## src/rtl/pc_fetch_unit.sv

```systemverilog
// rtl/pc_fetch_unit.sv - RV32I program-counter stage with stall, debug halt and fetch trap
module pc_fetch_unit #(
    parameter logic [31:0] RESET_VEC  = 32'h0000_0000,
    parameter int unsigned IMEM_BYTES = 2048
) (
    input  logic        i_clk,
    input  logic        i_rst_n,
    input  logic        i_stall,
    input  logic        i_pc_sel,
    input  logic [31:0] i_target,
    input  logic        i_halt_req,
    input  logic        i_resume,
    output logic [31:0] o_pc,
    output logic [31:0] o_pc_four,
    output logic        o_fetch_valid,
    output logic        o_halted,
    output logic        o_trap,
    output logic [1:0]  o_trap_cause,
    output logic [31:0] o_trap_addr,
    output logic [31:0] o_fetch_cnt
);

    typedef enum logic [1:0] {
        RUN  = 2'd0,
        HALT = 2'd1,
        TRAP = 2'd2
    } state_t;

    localparam logic [1:0]  CAUSE_NONE  = 2'd0;
    localparam logic [1:0]  CAUSE_ALIGN = 2'd1;
    localparam logic [1:0]  CAUSE_RANGE = 2'd2;
    localparam logic [31:0] IMEM_LIMIT  = 32'(IMEM_BYTES);

    state_t      state, state_nxt;
    logic [31:0] pc, pc_nxt;
    logic [31:0] cnt, cnt_nxt;
    logic [31:0] trap_addr, trap_addr_nxt;
    logic [1:0]  cause, cause_nxt;

    // Sequential successor carries bit 32 so a wrap past FFFF_FFFC counts as out of range.
    logic [32:0] seq_sum;
    logic        seq_oor;

    assign seq_sum = {1'b0, pc} + 33'd4;
    assign seq_oor = seq_sum[32] || (seq_sum[31:0] >= IMEM_LIMIT);

    // State and architectural registers; async reset forces everything immediately.
    always_ff @(posedge i_clk or negedge i_rst_n) begin
        if (!i_rst_n) begin
            state     <= RUN;
            pc        <= RESET_VEC;
            cnt       <= 32'd0;
            trap_addr <= 32'd0;
            cause     <= CAUSE_NONE;
        end else begin
            state     <= state_nxt;
            pc        <= pc_nxt;
            cnt       <= cnt_nxt;
            trap_addr <= trap_addr_nxt;
            cause     <= cause_nxt;
        end
    end

    // Next-state: halt beats redirect, redirect beats stall, then sequential advance.
    always_comb begin
        state_nxt     = state;
        pc_nxt        = pc;
        cnt_nxt       = cnt;
        trap_addr_nxt = trap_addr;
        cause_nxt     = cause;
        case (state)
            RUN: begin
                if (i_halt_req) begin
                    state_nxt = HALT;
                end else if (i_pc_sel) begin
                    if (i_target[1:0] != 2'b00) begin
                        state_nxt     = TRAP;
                        cause_nxt     = CAUSE_ALIGN;
                        trap_addr_nxt = i_target;
                    end else if (i_target >= IMEM_LIMIT) begin
                        state_nxt     = TRAP;
                        cause_nxt     = CAUSE_RANGE;
                        trap_addr_nxt = i_target;
                    end else begin
                        pc_nxt  = i_target;
                        cnt_nxt = cnt + 32'd1;
                    end
                end else if (i_stall) begin
                    pc_nxt = pc;
                end else if (seq_oor) begin
                    state_nxt     = TRAP;
                    cause_nxt     = CAUSE_RANGE;
                    trap_addr_nxt = seq_sum[31:0];
                end else begin
                    pc_nxt  = seq_sum[31:0];
                    cnt_nxt = cnt + 32'd1;
                end
            end
            HALT: begin
                if (i_resume) begin
                    state_nxt = RUN;
                end
            end
            TRAP: begin
                if (i_resume) begin
                    state_nxt     = RUN;
                    pc_nxt        = RESET_VEC;
                    cause_nxt     = CAUSE_NONE;
                    trap_addr_nxt = 32'd0;
                end
            end
            default: begin
                state_nxt = RUN;
            end
        endcase
    end

    assign o_pc          = pc;
    assign o_pc_four     = seq_sum[31:0];
    assign o_fetch_valid = (state == RUN);
    assign o_halted      = (state == HALT);
    assign o_trap        = (state == TRAP);
    assign o_trap_cause  = cause;
    assign o_trap_addr   = trap_addr;
    assign o_fetch_cnt   = cnt;

endmodule
```

## config.mk

```make
export PLATFORM = sky130hd
export DESIGN_NAME = pc_fetch_unit
export DESIGN_NICKNAME = d
export VERILOG_FILES = /design/src/rtl/pc_fetch_unit.sv
export SDC_FILE = /design/constraint.sdc
export NUM_CORES = 1
export LEC_CHECK = 0
export ABC_AREA = 1
export BUFFER_PORTS_ARGS = -buffer_cell sky130_fd_sc_hd__buf_2
export CORE_AREA = 2 2 113 137
export DETAILED_ROUTE_END_ITERATION = 8
export DIE_AREA = 0 0 115 139
export PLACE_DENSITY = 0.75
export SYNTH_ARGS = -nofsm -noshare
export SYNTH_HDL_FRONTEND = slang
export SYNTH_SLANG_ARGS = --single-unit
```

## constraint.sdc

```tcl
create_clock -name i_clk -period 2.84 [get_ports i_clk]
set_clock_uncertainty 0.2 [all_clocks]
set_input_delay 0.142 -clock i_clk [delete_from_list [all_inputs] [get_ports i_clk]]
set_output_delay 0.142 -clock i_clk [all_outputs]
set_load 0.005 [all_outputs]
```

==> run metrics, run 1 <==
Ys Warns=0; I/O pins=171; vias post-DR=7603; Non-Filler Cell Area, Final=8620 µm²; total power=8.32 mW; Final Util=0.586; Required @ worst endpoint=approximately 2.9 ns; Worst Hold End=o_pc[1]$_DFFE_PN0P_; Async SR Flop Fraction=1.00; post-synth top area share=0.384; Synth Flop Type=dfrtp_1; largest net degree at the start of global routing=54; CP max stage delay=roughly 0.39 ns; Area after DPL=7650 µm²; Overflow after GRT=0; 1st-iter DRT viols=810; Post-synth EDFFs=0; fin crit share=1.01; DP Worst Slack=0.0779 ns; total track usage=0.259; fin crit period=2.88 ns; Setup TNS Final=-0.381 ns; average wire per standard cell=roughly 18 µm; status=finished, violations left; PwrDens=slightly below 1000 nW/µm²; crit path DAT=2.92 ns; routed vias/inst=5.62; Initial Util=0.442; failing checks=negative setup slack; Non-Filler Instances=1354; Die ar.=16000 µm²; post-synthesis sequential area ratio=0.384; post-synth cell types=30; vias in the first global route=6417; critical path's slowest cell=dfrtp_1; R2R Path Start=o_pc[3]$_DFFE_PN0P_; antenna fix cells=0; # fillers=1381; R2R Path End=o_trap_cause[1]$_DFFE_PN0P_; Crit. End Element=register; Die Y=139 µm; FP Rows=49; crit-path max FO=8; Core Footprint=14700 µm²; cts bufs inserted=9; critical path type=register to register; CP top delay family=simple AND/OR/NAND/NOR gates; Setup crit start kind=register; TritonCTS clock tree=done; setup violators final=25; worst min-delay path startpoint=i_target[1]; share of post-route cells with drive strength above 1=0.263; dominant cells by area after synthesis=dfrtp_1 (38%), nand2_1 (18%), nand4_1 (7.9%); port bufs=170; Layout area overhead=32.4%; CTS root buf=clkbuf_16; Final WS setup=-0.0352 ns; Max Cap Viol=0; Die Width=115 µm; Final Max Slew Viols=0; Worst-path clk slew=0.07 ns; worst vdd ir=0.535 mV; CTS Buffer Depth=2; Synthesized Nets=1005; flop-to-flop setup slack=-0.04 ns; CP Cell Sequence=ha_2 > nand2_2 > nor2_4 > nand2_4 > nor2_4 > nand2_2 > nand2_2 > nand2_4 > nor2_4 > nand2_2 > nor2_2 > nand3_2 > nor2_4 > nand3_4 > clkbuf_16 > nand4_1 > nand2_1; fmax=348 MHz; synthesized area=6510 µm²; Final Hold Fails=0; area leader, netlist=dfrtp_1; DRC errors left=0; Worst Max-Slew Pin Slew=0.757 ns; r2r worst-path depth=17; worst skew pair latency=0.36 ns; RSZ-0062 raised after global routing=yes; Pleak=4.74 nW; RD Place Congestion=between 1 and 1.5; Sink Count=100; placed insts=approximately 1300; Hold Crit Class=input port to register; first-pass GRT wire length=about 33000 µm; syn avg cell area=6.77 µm²; HPWL Detailed=16200 µm; Max transition margin=0.495; Min Hold Slack=0.00942 ns; Buf/Inv on CP=1; H-Tree Depth=3; Mapped Cells=962; DR pass1 iterations=6; Yosys reg bits=100; initial antenna violation count=0; # nets final=1214; Worst Hold Depth=5; DRT antenna net count=0; Routed WL=about 24000 µm
==> logic make-up after synthesis <==
family / count (synthesis) / synth area share
simple gates: 615 / 0.422
buf+inv: 168 / 0.110
flops: 100 / 0.384
compound gates: 53 / 0.0455
xor+xnor: 21 / 0.0283
fa+ha+maj: 5 / 0.00961
==> tightest hold or removal path, cell delays in order <==
cell     delay, ns
buf_2         0.13
nor2_1        0.10
nor2_1        0.07
nand2_1       0.06
nand2_1       0.04
==> what timing repair did <==
item,4_1_cts,5_1_grt
endpoints found under the setup margin,0,97
hold endpoints to repair,56,0
buffers inserted,0,11
gates resized for setup,0,57
hold buffers,6,0
==> per-layer routing <==
metal	global-route usage	vias to the layer above	share of wire
met5	0	-	0
met4	0.126	0	0.054
met3	0.0341	95	0.087
met2	0.423	465	0.49
met1	0.335	3502	0.37
li1	-	3541	-
==> sequential cells by signal (all words and copies together) (netlist names) <==
name,count
state,2
o_pc,32
o_trap_addr,32
o_fetch_cnt,32
o_trap_cause,2
==> cells in the mapped netlist (10+ instances only) <==
library cell and number:
nand2_1 310, inv_1 124, nor2_1 116, dfrtp_1 100
nand4_1 82, nand3_1 62, o21ai_0 27, clkbuf_1 15
xor2_1 13, buf_2 12, a21oi_1 11, nor4_1 11
nor2_2 10, o211ai_1 10
==> report_power, final <==
| part | switching (mW) | leakage (nW) | internal [mW] |
|---|---|---|---|
| combinational | 2.82 | 3.27 | 2.17 |
| clock | 0.585 | 0.137 | 0.626 |
| sequential | 0.326 | 1.33 | 1.79 |
| total | 3.73 | 4.74 | 4.59 |
==> area by class of cell <==
type	count	area, µm²	area share
sequential	100	2500	0.290
clock inverter	6	48.8	0.00566
tap	178	223	0.0258
timing repair buffer	235	1600	0.186
multi-input combinational	699	3530	0.410
clock buffer	10	239	0.0277
inverter	126	473	0.0549
==> layout by cell type, fill, tap and decap left out, types with 6 or more instances in the layout <==
master,n
nand2_1,290
buf_2,169
inv_1,121
nor2_1,110
dfrtp_1,100
nand4_1,82
nand3_1,58
buf_4,38
o21ai_0,27
nand2_2,20
clkbuf_16,17
xor2_1,13
nor4_1,11
a21oi_1,11
nor2_4,10
nor2_2,10
o211ai_1,10
nand3_4,9
nor3_1,9
xnor2_1,8
buf_6,8
buf_12,6
dlygate4sd3_1,6
==> worst max path at each step <==
stage,from,to,depth (start not counted)
after CTS,o_pc[3]$_DFFE_PN0P_,o_fetch_cnt[29]$_DFFE_PN0P_,16
after global placement,o_pc[10]$_DFFE_PN0P_,o_trap_addr[17]$_DFFE_PN0P_,14
after floorplan,o_pc[2]$_DFFE_PN0P_,o_fetch_cnt[22]$_DFFE_PN0P_,18
after global routing,o_pc[3]$_DFFE_PN0P_,o_trap_addr[1]$_DFFE_PN0P_,18
final,o_pc[3]$_DFFE_PN0P_,o_trap_cause[1]$_DFFE_PN0P_,17
after detailed placement,o_pc[3]$_DFFE_PN0P_,o_fetch_cnt[3]$_DFFE_PN0P_,16
Note: power is estimated with default switching activity, not from simulation.
==> run 2, diff against run 1 <==
- PLACE_DENSITY: 0.75 -> 0.69
==> run metrics, run 2 (synthesized netlist as in run 1, its figures left out) <==
fin crit period=2.87 ns (-0.000986 ns); Final Util=0.593 (+0.00765); routed vias/inst=5.53 (-1.5%); Worst Hold End=o_trap_addr[23]$_DFFE_PN0P_; Pleak=4.73 nW (-0.32%); Final Hold Fails=0 (unchanged); area occupied by multi-input gates=3640 µm² (+3.2%); Non-Filler Cell Area, Final=8730 µm² (+1.3%); highest-count cells in the layout ignoring fill and taps=nand2_1 (291), buf_2 (169), inv_1 (121), nor2_1 (104), dfrtp_1 (87); Initial Util=0.442 (unchanged); Max Cap Viol=0 (unchanged); worst skew pair latency=0.36 ns (about the same); antenna fix cells=0 (unchanged); Overflow after GRT=0 (unchanged); total power=8.03 mW (-3.4%); Layout area overhead=34.1%; Die Width=115 µm (unchanged); I/O pins=171 (unchanged); Final WS setup=-0.0342 ns (+0.000986 ns); critical path type=register to register; failing checks=negative setup slack; largest net degree at the start of global routing=57 (+5.6%); commonest non-fill, non-tap cell in the layout=nand2_1; Sequential Area=2520 µm² (+0.65%); initial antenna violation count=0 (unchanged); Die Y=139 µm (unchanged); CTS Buffer Depth=2 (unchanged); H-Tree Depth=3 (unchanged); Worst Max-Slew Pin Slew=0.695 ns (-0.0614 ns); Routed WL=23500 µm (-2.7%); R2R Path End=o_trap_addr[22]$_DFFE_PN0P_; r2r worst-path depth=15 (-2); FP Rows=49 (unchanged); HPWL Detailed=15900 µm (-1.8%); CTS root buf=clkbuf_16; # nets final=1215 (+0.082%); Max transition margin=0.535 (+0.0396); setup violators final=27 (+8.0%); Core Footprint=14700 µm² (unchanged); share of post-route cells with drive strength above 1=0.291 (+0.0287); PwrDens=920 nW/µm² (-4.7%); # fillers=1401 (+1.4%); average wire per standard cell=17.3 µm (-2.8%); RD Place Congestion=0.971 (-3.5%); Area after DPL=7610 µm² (-0.56%); DRC errors left=0 (unchanged); TritonCTS clock tree=done; DRT antenna net count=0 (unchanged); Required @ worst endpoint=2.93 ns (+0.05 ns); Die ar.=16000 µm² (unchanged); fin crit share=1.01 (about the same); vias in the first global route=6586 (+2.6%); first-pass GRT wire length=33200 µm (+1.5%); fmax=348 MHz (about the same); Final Max Slew Viols=0 (unchanged); crit path DAT=2.97 ns (+0.05 ns); worst vdd ir=0.459 mV (-14%); worst min-delay path startpoint=i_target[23]; port bufs=170 (unchanged); Hold Crit Class=input port to register; Worst-path clk slew=0.07 ns (about the same); cts bufs inserted=9 (unchanged); DR pass1 iterations=5 (-1); Setup crit start kind=register; RSZ-0062 raised after global routing=yes; status=finished, violations left; R2R Path Start=o_pc[3]$_DFFE_PN0P_; 1st-iter DRT viols=648 (-20%); Setup TNS Final=-0.449 ns (-0.0675 ns); flop-to-flop setup slack=-0.03 ns (about the same); vias post-DR=7495 (-1.4%); total track usage=0.263 (+0.00367); crit-path max FO=17 (+9); Worst Hold Depth=5 (unchanged); Crit. End Element=register; Sink Count=100 (unchanged)
-- run 2: timing repair --
action / CTS / global route
gates resized for setup: 1 / 96
setup endpoints to repair: 35 / 98
pin swaps: 0 / 36
buffers inserted: 0 / 20
hold buffers: 5 / 0
gates cloned: 1 / 15
endpoints found under the hold margin: 48 / 0
-- run 2: cell type report --
| class | count | area share |
|---|---|---|
| Multi-Input combinational cell | 698 | 0.417 |
| Sequential cell | 100 | 0.288 |
| Timing Repair Buffer | 237 | 0.181 |
| Inverter | 126 | 0.0542 |
| Clock buffer | 11 | 0.0267 |
| Tap cell | 178 | 0.0255 |
| Clock inverter | 5 | 0.00688 |
-- run 2: how the worst max path moves through the flow --
stage / startpoint / endpoint / slack (ns)
2_1_floorplan: o_pc[2]$_DFFE_PN0P_ / o_fetch_cnt[22]$_DFFE_PN0P_ / 0.29
3_3_place_gp: o_pc[5]$_DFFE_PN0P_ / o_trap_addr[23]$_DFFE_PN0P_ / 0.02
3_5_place_dp: o_pc[5]$_DFFE_PN0P_ / o_trap_addr[9]$_DFFE_PN0P_ / -0.04
4_1_cts: o_pc[3]$_DFFE_PN0P_ / o_fetch_cnt[8]$_DFFE_PN0P_ / -0.0002
5_1_grt: o_pc[2]$_DFFE_PN0P_ / o_trap_addr[15]$_DFFE_PN0P_ / -0.19
6_report: o_pc[3]$_DFFE_PN0P_ / o_trap_addr[22]$_DFFE_PN0P_ / -0.03
-- run 2: routing by layer --
| layer | part of all wire | GRT usage | wire, µm |
|---|---|---|---|
| met1 | 0.38 | 0.339 | 9000 |
| met2 | 0.50 | 0.434 | 11800 |
| met3 | 0.085 | 0.0481 | 2000 |
| met4 | 0.029 | 0.101 | 683 |
| met5 | 0 | 0 | 0 |
-- run 2: where the power goes --
part / leakage [nW] / internal [mW] / switching, mW
clock: 0.140 / 0.689 / 0.593
combinational: 3.27 / 1.93 / 2.68
sequential: 1.31 / 1.80 / 0.341
total: 4.73 / 4.42 / 3.62
-- run 2: stage by stage --
stage               hold WS, ns  instances  worst slack, ns
finish                  0.00178       1355          -0.0342
global route             0.0242       1355           -0.185
CTS                    0.000994       1320        -0.000232
detailed placement       0.0133       1298          -0.0392
global placement        0.00790       1298           0.0223
floorplan                -0.354        962            0.293
-- run 2: worst max-delay path: stages, from the launching register on --
cell     delay, ns
dfrtp_2       0.42
ha_4          0.18
nand2_4       0.06
nor2_4        0.24
nand2_4       0.12
o21ai_1       0.15
nand2_1       0.09
nor2_1        0.19
nand2_1       0.08
nor2_1        0.13
nand3_2       0.11
nor2_4        0.17
nand3_4       0.20
nand3_4       0.28
nand2_1       0.09
nand2_1       0.07
